$ cat src/rtl/snitch_ro_cache_ctrl.sv
// Configuration and sequencing controller for the read-only constant cache.
// Behaviour-changing writes run drain -> flush -> apply before the new settings take effect.
module snitch_ro_cache_ctrl #(
    parameter int unsigned NrAddrRules = 1,
    parameter int unsigned AddrWidth   = 32,
    parameter int unsigned MaxTrans    = 4
) (
    input  logic                                  clk_i,
    input  logic                                  rst_ni,
    input  logic                                  cfg_req_valid_i,
    output logic                                  cfg_req_ready_o,
    input  logic                                  cfg_req_write_i,
    input  logic [7:0]                            cfg_req_addr_i,
    input  logic [AddrWidth-1:0]                  cfg_req_wdata_i,
    output logic                                  cfg_rsp_valid_o,
    output logic [AddrWidth-1:0]                  cfg_rsp_rdata_o,
    output logic                                  cfg_rsp_error_o,
    input  logic                                  ar_cache_hs_i,
    input  logic                                  r_cache_last_hs_i,
    output logic                                  enable_o,
    output logic                                  flush_valid_o,
    input  logic                                  flush_ready_i,
    output logic [NrAddrRules-1:0][AddrWidth-1:0] start_addr_o,
    output logic [NrAddrRules-1:0][AddrWidth-1:0] end_addr_o
);

    localparam int unsigned CntWidth = $clog2(MaxTrans + 1);

    localparam logic [7:0] RegEnable    = 8'h00;
    localparam logic [7:0] RegFlush     = 8'h04;
    localparam logic [7:0] RegStatus    = 8'h08;
    localparam logic [7:0] RegCommit    = 8'h0C;
    localparam logic [5:0] RuleWordBase = 6'h04;
    localparam logic [5:0] NrRules      = 6'(NrAddrRules);

    typedef enum logic [1:0] {StIdle, StDrain, StFlush, StApply} state_e;

    state_e                                state_q, state_d;
    logic                                  enable_q, enable_d;
    logic                                  shadow_en_q, shadow_en_d;
    logic [CntWidth-1:0]                   cnt_q, cnt_d;
    logic [NrAddrRules-1:0][AddrWidth-1:0] shadow_start_q, shadow_end_q;
    logic [NrAddrRules-1:0][AddrWidth-1:0] active_start_q, active_end_q;
    logic                                  rsp_valid_q;
    logic [AddrWidth-1:0]                  rsp_rdata_q, rsp_rdata_d;
    logic                                  rsp_error_q, rsp_error_d;

    logic       is_enable, is_flush, is_status, is_commit, is_rule, rule_is_end;
    logic [5:0] rule_word;
    logic [4:0] rule_idx;
    logic       busy, accept, wr, trig_seq, en_clear;

    // Address decode: rules occupy consecutive START/END word pairs from 0x10.
    always_comb begin
        is_enable   = (cfg_req_addr_i == RegEnable);
        is_flush    = (cfg_req_addr_i == RegFlush);
        is_status   = (cfg_req_addr_i == RegStatus);
        is_commit   = (cfg_req_addr_i == RegCommit);
        rule_word   = cfg_req_addr_i[7:2] - RuleWordBase;
        rule_idx    = rule_word[5:1];
        rule_is_end = rule_word[0];
        is_rule     = (cfg_req_addr_i[1:0] == 2'b00) &&
                      (cfg_req_addr_i[7:2] >= RuleWordBase) &&
                      ({1'b0, rule_idx} < NrRules);
    end

    always_comb begin
        busy            = (state_q != StIdle);
        // Sequence-triggering writes stall while a sequence is running.
        cfg_req_ready_o = rst_ni &
                          ~(busy & cfg_req_write_i & (is_enable | is_flush | is_commit));
        accept          = cfg_req_valid_i & cfg_req_ready_o;
        wr              = accept & cfg_req_write_i;
        trig_seq        = wr & ((is_enable & cfg_req_wdata_i[0]) | is_flush | is_commit);
        en_clear        = wr & is_enable & ~cfg_req_wdata_i[0];
    end

    // Response data is captured at accept time and presented one cycle later.
    always_comb begin
        rsp_rdata_d = '0;
        rsp_error_d = 1'b0;
        if (is_enable) begin
            rsp_rdata_d[0] = shadow_en_q;
        end else if (is_flush || is_commit) begin
            rsp_rdata_d = '0;
        end else if (is_status) begin
            if (cfg_req_write_i) begin
                rsp_error_d = 1'b1;
            end else begin
                rsp_rdata_d[0]             = busy;
                rsp_rdata_d[1]             = enable_q;
                rsp_rdata_d[16 +: CntWidth] = cnt_q;
            end
        end else if (is_rule) begin
            for (int unsigned i = 0; i < NrAddrRules; i++) begin
                if (rule_idx == 5'(i)) begin
                    rsp_rdata_d = rule_is_end ? shadow_end_q[i] : shadow_start_q[i];
                end
            end
        end else begin
            rsp_error_d = 1'b1;
        end
        if (cfg_req_write_i || rsp_error_d) begin
            rsp_rdata_d = '0;
        end
    end

    always_comb begin
        cnt_d = cnt_q;
        if (ar_cache_hs_i && !r_cache_last_hs_i) begin
            cnt_d = cnt_q + CntWidth'(1);
        end else if (!ar_cache_hs_i && r_cache_last_hs_i) begin
            cnt_d = cnt_q - CntWidth'(1);
        end
    end

    always_comb begin
        state_d     = state_q;
        enable_d    = enable_q;
        shadow_en_d = shadow_en_q;
        if (wr && is_enable) begin
            shadow_en_d = cfg_req_wdata_i[0];
        end
        unique case (state_q)
            StIdle: begin
                if (trig_seq) begin
                    state_d  = StDrain;
                    enable_d = 1'b0;
                end else if (en_clear) begin
                    enable_d = 1'b0;
                end
            end
            StDrain: begin
                if (cnt_d == '0) begin
                    state_d = StFlush;
                end
            end
            StFlush: begin
                if (flush_ready_i) begin
                    state_d = StApply;
                end
            end
            StApply: begin
                enable_d = shadow_en_q;
                state_d  = StIdle;
            end
            default: state_d = StIdle;
        endcase
    end

    always_ff @(posedge clk_i) begin
        if (!rst_ni) begin
            state_q        <= StIdle;
            enable_q       <= 1'b0;
            shadow_en_q    <= 1'b0;
            cnt_q          <= '0;
            shadow_start_q <= '0;
            shadow_end_q   <= '0;
            active_start_q <= '0;
            active_end_q   <= '0;
            rsp_valid_q    <= 1'b0;
            rsp_rdata_q    <= '0;
            rsp_error_q    <= 1'b0;
        end else begin
            state_q     <= state_d;
            enable_q    <= enable_d;
            shadow_en_q <= shadow_en_d;
            cnt_q       <= cnt_d;
            rsp_valid_q <= accept;
            rsp_rdata_q <= rsp_rdata_d;
            rsp_error_q <= rsp_error_d;
            for (int unsigned i = 0; i < NrAddrRules; i++) begin
                if (wr && is_rule && (rule_idx == 5'(i))) begin
                    if (rule_is_end) begin
                        shadow_end_q[i] <= cfg_req_wdata_i;
                    end else begin
                        shadow_start_q[i] <= cfg_req_wdata_i;
                    end
                end
            end
            if (state_q == StApply) begin
                active_start_q <= shadow_start_q;
                active_end_q   <= shadow_end_q;
            end
        end
    end

    assign cfg_rsp_valid_o = rsp_valid_q;
    assign cfg_rsp_rdata_o = rsp_rdata_q;
    assign cfg_rsp_error_o = rsp_error_q;
    assign enable_o        = enable_q;
    assign flush_valid_o   = (state_q == StFlush);
    assign start_addr_o    = active_start_q;
    assign end_addr_o      = active_end_q;

endmodule
$ cat config.mk
export PLATFORM = sky130hd
export DESIGN_NAME = snitch_ro_cache_ctrl
export DESIGN_NICKNAME = d
export VERILOG_FILES = /design/src/rtl/snitch_ro_cache_ctrl.sv
export SDC_FILE = /design/constraint.sdc
export NUM_CORES = 1
export LEC_CHECK = 0
export BUFFER_PORTS_ARGS = -buffer_cell sky130_fd_sc_hd__buf_2
export CAP_MARGIN = 10
export CORE_MARGIN = 2
export CORE_UTILIZATION = 50
export CTS_CLUSTER_SIZE = 25
export DETAILED_ROUTE_END_ITERATION = 10
export PLACE_DENSITY = 0.8
export SYNTH_ARGS = -nofsm -noshare
export SYNTH_HDL_FRONTEND = slang
export SYNTH_SLANG_ARGS = --single-unit
export TNS_END_PERCENT = 10
$ cat constraint.sdc
create_clock -name clk_i -period 2.7 [get_ports clk_i]
set_input_delay 0.81 -clock clk_i [delete_from_list [all_inputs] [get_ports clk_i]]
set_output_delay 0.81 -clock clk_i [all_outputs]
set_load 0.02 [all_outputs]
==> key figures, run 1 <==
Clock tree
  • CTS tree: built
  • Clk_lat worst skew: 0.42 ns
  • Worst-case clock buffer depth: 2
  • CTS sink count: between 150 and 200
  • CTS Hold Buffers Added: 0
  • H-tree Lvls: 4
  • CTS root buf: clkbuf_16
  • Total CTS buffers: 17
  • Clk slew on worst S/H paths: around 0.060 ns

Place
  • Port bufs: approximately 150
  • GPL Wtd Cong: between 0.8 and 0.9
  • Post-DP HPWL: roughly 9700 um
  • Inst Count DP: around 950
  • Pre-CTS setup slack: approximately 0.13 ns

Floorplan
  • Core area: ~13000 um2
  • Die height: about 120 um
  • Die ar.: about 14000 um2
  • Effective utilization at floorplan: about 51%
  • # IOs: around 150
  • Die Width: 118 um
  • Core Rows: 41

Outcome
  • Status: finished, final reports clean

Yosys
  • Synth area leaders: dfxtp_1 52%, mux2i_1 15%, nor2_1 5.9%
  • Synth Net Count: 720
  • Mapped cell area: 6480 um2
  • Most frequent cells after synthesis: 169 x dfxtp_1, 102 x nor2_1, 94 x mux2i_1
  • Post-synth EDFFs: 0
  • FFs w/ async S/R, synth: 0%
  • Syn Inst Count: ~660
  • Syn avg cell area: roughly 9.8 um2
  • Synth warnings: 0
  • Sequential element share of the synthesized area: a little over half
  • Top-area cell type share of the netlist area: 52.2%
  • Flops & latches, synth: 169
  • Ys flop type: dfxtp_1
  • Largest area contributor in the netlist: dfxtp_1
  • Unique cell type count in the Yosys netlist: 45
  • Count leader, synth: dfxtp_1

Layout
  • Number of fill cells: roughly 1100
  • Fin nets: around 860
  • Final Non-Filler Cells: ~1000
  • Area delta synth->final: 23.5%
  • Ratio of cells with drive above 1 in the final layout: between 20% and 30%

Worst setup path
  • Worst-path fanout max: 2
  • CP startpoint kind: primary input
  • Crit-path cells: buf_2 -> nor4_4 -> o211ai_2 -> nor2_1 -> a21oi_1 -> buf_2
  • WP data arrival: about 1.8 ns
  • Worst path depth: 6
  • R2R cell count: 7
  • Cell repeated most along the worst path: buf_2
  • Critical path's slowest cell: nor4_4
  • Worst EP required: between 1.5 and 2 ns
  • CP Capture Point: cfg_req_ready_o
  • Setup CP Type: primary input to output port
  • Reg2Reg Capture Point: state_q[0]
  • Worst path top cell family by delay: simple AND/OR/NAND/NOR gates
  • R2R setup slack: roughly 0.73 ns
  • CP Buf/Inv Count: 2
  • CP max stage delay: ~0.32 ns
  • R2r startpoint: cnt_q[0]
  • Crit. End Element: output port
  • Worst Setup SP: cfg_req_addr_i[1]

Detailed routing
  • Drt initial violations: roughly 320
  • Drt total wl: around 15000 um
  • TritonRoute pass-1 iters: 5
  • Via count of the routed design: 5132
  • Vias per std cell: approximately 5.2
  • DR WL/cell: around 15 um
  • ANT nets after route: 0
  • Drc violations: 0

Global routing
  • Tot GR Track Use: 21.9%
  • Remaining global-route overflow: 0
  • Vias in the first global route: 4843
  • Initial antenna violation count: 1
  • Pin count of the biggest net entering global routing: between 70 and 80
  • First-pass GRT wire length: 24400 um

STA
  • Worst-Margin Slew: 0.808 ns
  • Final worst slack: between 0.1 and 0.15 ns
  • Final Hold Viols: 0
  • RSZ-0062 raised after global routing: no
  • Skew final: roughly 0.0071 ns
  • Setup violators final: 0
  • Minimum clock period: about 2.6 ns
  • Final Max Tran Viols: 0
  • Max Fclk: about 0.39 GHz
  • Worst slew margin: between 40% and 50%
  • Setup TNS: 0 ns
  • Final period util: between 90% and 100%

Run
  • Max Cap Violations: 0

Power
  • Pleak: between 0.003 and 0.004 uW
  • Pwr Density: between 600 and 700 nW/um2
  • Total design power: around 5400 uW
  • Worst IR drop on VDD: between 0.3 and 0.4 mV

Worst hold path
  • Min-Delay Path Class: flip-flop to flip-flop
==> registers in the layout, indices dropped and copies added (netlist names) <==
name	cells
shadow_start_q	32
shadow_en_q	1
enable_o	1
state_q	2
cfg_rsp_rdata_o	32
shadow_end_q	32
start_addr_o	32
end_addr_o	32
cnt_q	3
cfg_rsp_error_o	1
cfg_rsp_valid_o	1
==> metal layers <==
metal | GRT usage, % | share of wire (%) | vias to the layer above
met5 | 0 | 0 | -
met4 | 8.73 | 1.8 | 0
met3 | 5.72 | 5.4 | 21
met2 | 35.5 | 48 | 160
met1 | 27.7 | 45 | 2395
li1 | - | - | 2556
==> stage by stage <==
stage / hold slack [ns] / util, % / cell area (um2)
floorplan: 0.447 / - / 6480
global placement: 0.459 / 58.3 / 7360
detailed placement: 0.466 / 58.3 / 7360
CTS: 0.474 / 63.4 / 8000
global route: 0.497 / 63.4 / 8010
finish: 0.471 / 63.5 / 8010
==> cells in the final DEF (no fill, tap or decap), drive strengths merged, types with 2 or more instances in the layout <==
master / instances
clkbuf: 21
inv: 11
bufinv: 4
mux2: 4
ha: 9
o2111ai: 3
nand3b: 6
and2: 6
o21a: 2
mux2i: 94
xor2: 2
buf: 164
o211ai: 4
a21oi: 4
o21ai: 70
nand3: 65
dfxtp: 169
nand2: 41
nor2: 102
a22oi: 4
nor3: 3
a221oi: 2
clkinv: 5
and3: 2
==> cell type report <==
type | instances | area (um2) | share of cell area, %
well taps | 172 | 215 | 2.69
clock inverters | 10 | 165 | 2.06
flip-flops and latches | 169 | 3380 | 42.2
multi-input cells | 437 | 2800 | 34.9
diodes | 1 | 2.50 | 0.0312
clock buffers | 21 | 480 | 6.00
repair buffers | 164 | 928 | 11.6
inverters | 10 | 37.5 | 0.469
==> tightest hold or removal path: cells and delay by family, from the launching register on <==
kind               cells  cell delay (ns)
and+or+nand+nor        1             0.06
AOI/OAI and AO/OA      1             0.05
DFF                    1             0.31
==> repair_timing <==
action,4_1_cts,5_1_grt
endpoints found under the setup margin,0,1
gates resized for setup,0,1
setup buffers,0,0
==> where the power goes <==
group	switching [uW]	total, uW	internal [uW]
sequential	17.8	2520	2510
clock	973	2620	1650
combinational	179	292	113
==> how the worst min path moves through the flow <==
| stage | start | endpoint | slack (ns) | depth (start not counted) |
|---|---|---|---|---|
| 6_report | shadow_start_q[27] | shadow_start_q[27] | 0.47 | 2 |
| 5_1_grt | shadow_start_q[11] | shadow_start_q[11] | 0.50 | 2 |
| 4_1_cts | shadow_start_q[27] | shadow_start_q[27] | 0.47 | 2 |
| 3_5_place_dp | shadow_start_q[27] | shadow_start_q[27] | 0.47 | 2 |
| 3_3_place_gp | shadow_start_q[16] | shadow_start_q[16] | 0.46 | 2 |
| 2_1_floorplan | shadow_end_q[16] | shadow_end_q[16] | 0.45 | 2 |
==> cells by family (layout without fill, tap and decap cells) <==
family / count (synthesis) / after routing / synth area share [%]
other: 0 / 1 / 0
adders and majority gates: 9 / 9 / 1.74
and+or+nand+nor: 233 / 233 / 16.3
DFF: 169 / 169 / 52.2
buffers and inverters: 58 / 205 / 4.94
xor gates and xnor gates: 2 / 2 / 0.270
AOI/OAI and AO/OA: 95 / 95 / 9.38
muxes: 98 / 98 / 15.2
Note: power is estimated with default switching activity, not from simulation.
==> run 2, diff against run 1 <==
- ABC_CLOCK_PERIOD_IN_PS: not set -> 2700
- BUFFER_PORTS_ARGS: -buffer_cell sky130_fd_sc_hd__buf_2 -> not set
- CELL_PAD_IN_SITES_DETAIL_PLACEMENT: not set -> 1
- CELL_PAD_IN_SITES_GLOBAL_PLACEMENT: not set -> 2
- CORE_UTILIZATION: 50 -> 38
- DONT_BUFFER_PORTS: not set -> 1
- PLACE_DENSITY: 0.8 -> 0.83
==> key figures, run 2 (synthesized netlist as in run 1, its figures left out) <==
Clock tree
  • Clk slew on worst S/H paths: 0.06 ns (about the same)
  • Total CTS buffers: 17 (unchanged)
  • CTS root buf: clkbuf_16
  • Clk_lat worst skew: 0.42 ns (about the same)
  • CTS-repair resized insts: 0 (unchanged)
  • Worst-case clock buffer depth: 2 (unchanged)
  • CTS tree: built
  • Post-CTS setup buffer count: 0 (unchanged)
  • H-tree Lvls: 4 (unchanged)
  • CTS Hold Buffers Added: 0 (unchanged)
  • CTS sink count: 169 (unchanged)

Worst setup path
  • Worst-path fanout max: 5 (+3)
  • CP startpoint kind: primary input
  • Worst EP required: 1.89 ns (about the same)
  • Crit. End Element: output port
  • Setup CP Type: primary input to output port
  • WP data arrival: 1.77 ns (about the same)

Layout
  • Commonest non-fill, non-tap cells in the layout: 169 x dfxtp_1, 102 x nor2_1, 94 x mux2i_1
  • N_diodes: 0 (-1)
  • Most common cell after layout, fill and taps aside: dfxtp_1
  • Fin nets: 701 (-18%)
  • Area delta synth->final: 10.8%
  • Number of fill cells: 1856 (+72%)
  • Ratio of cells with drive above 1 in the final layout: 8.51% (-18 points)
  • Design area: 7190 um2 (-10%)

Power
  • Sw Share: 22.1% (+0.60 points)
  • Pleak: 0.00253 uW (-25%)
  • Worst IR drop on VDD: 0.428 mV (+17%)
  • Pwr Density: 713 nW/um2 (+5.1%)
  • Cell internal pwr: 3990 uW (-6.4%)
  • Comb pwr share: 4.1% (-1.3 points)
  • Switching power total: 1130 uW (-3.0%)
  • Clock Power Share: 46.6% (-1.6 points)
  • Flop pwr share: 49.3% (+2.9 points)

Floorplan
  • Die height: 135 um (+14%)
  • Die Width: 135 um (+14%)
  • Effective utilization at floorplan: 39.0% (-12 points)
  • Core Rows: 47 (+15%)
  • Core area: 16600 um2 (+32%)
  • # IOs: 148 (unchanged)
  • Die ar.: 18100 um2 (+30%)

Outcome
  • Status: finished, final reports clean

STA
  • Minimum clock period: 2.58 ns (+0.0126 ns)
  • RSZ-0062 raised after global routing: no
  • Skew final: 0.00545 ns (-0.00164 ns)
  • Max Fclk: 0.387 GHz (-0.49%)
  • Final period util: 95.7% (+0.47 points)
  • Setup TNS: 0 ns (unchanged)
  • Setup violators final: 0 (unchanged)
  • Final Hold Viols: 0 (unchanged)
  • Final Max Tran Viols: 0 (unchanged)
  • Worst slew margin: 44.6% (-1.6 points)
  • Worst-Margin Slew: 0.831 ns (+0.0235 ns)

Global routing
  • Tot GR Track Use: 18.9% (-3.0 points)
  • Initial antenna violation count: 0 (-1)
  • First-pass GRT wire length: 26600 um (+8.9%)
  • Pin count of the biggest net entering global routing: 105 (+48%)
  • Remaining global-route overflow: 0 (unchanged)
  • Vias in the first global route: 4884 (+0.85%)

Detailed routing
  • Drt total wl: 16900 um (+13%)
  • TritonRoute pass-1 iters: 4 (-1)
  • ANT nets after route: 0 (unchanged)
  • DR WL/cell: 19.2 um (+26%)
  • Drt initial violations: 160 (-51%)
  • Drc violations: 0 (unchanged)
  • Vias per std cell: 5.27 (+1.1%)
  • Via count of the routed design: 4628 (-9.8%)

Place
  • GPL Wtd Cong: 0.781 (-6.4%)
  • Port bufs: 0 (-100%)
  • Post-DP HPWL: 11000 um (+14%)
  • Area post-placement: 6600 um2 (-10%)

Worst hold path
  • Min-Delay Path Class: flip-flop to flip-flop

Run
  • Max Cap Violations: 0 (unchanged)
[run 2: worst max-delay path, cell delays in order]
cell	delay, ns
inv_1	0.05
ha_1	0.26
o211ai_2	0.09
nor2_1	0.06
a21oi_1	0.50
[run 2: layout make-up]
class | count | area (um2) | area share [%]
inverter | 10 | 37.5 | 0.522
clock buffer | 24 | 502 | 6.98
multi-input combinational | 437 | 2790 | 38.9
tap | 220 | 275 | 3.83
sequential | 169 | 3380 | 47.1
timing repair buffer | 10 | 113 | 1.57
clock inverter | 8 | 83.8 | 1.17
[run 2: stage by stage]
step	std cells	util [%]	total power [uW]	hold slack, ns	setup WS (ns)
6_report	878	43.2	5130	0.475	0.117
5_1_grt	878	43.2	5330	0.456	0.0205
4_1_cts	878	43.2	5190	0.470	0.0833
3_5_place_dp	846	39.7	2790	0.468	0.0435
3_3_place_gp	846	39.7	2780	0.462	0.0615
2_1_floorplan	664	-	2770	0.447	0.183
[run 2: power by group through the flow]
stage	clock (uW)	sequential, uW	combinational (uW)
detailed placement	0	2580	213
global route	2570	2530	233
finish	2390	2530	210
floorplan	0	2570	195
global placement	0	2580	198
CTS	2450	2530	213
[run 2: path summary, 6_finish.rpt]
check                startpoint            endpoint  slack (ns)  cells after the start
min reg2reg  shadow_start_q[17]  shadow_start_q[17]        0.48                      2
min          shadow_start_q[17]  shadow_start_q[17]        0.48                      2
max           cfg_req_addr_i[5]     cfg_req_ready_o        0.12                      5
max reg2reg            cnt_q[0]          state_q[0]        0.65                      7
[run 2: per-layer routing]
layer / wire (um) / up-vias / track usage [%]
li1: - / 2242 / -
met5: 0 / - / 0
met3: 1130 / 23 / 6.68
met2: 8370 / 114 / 32.7
met1: 7030 / 2249 / 21.6
met4: 318 / 0 / 6.43
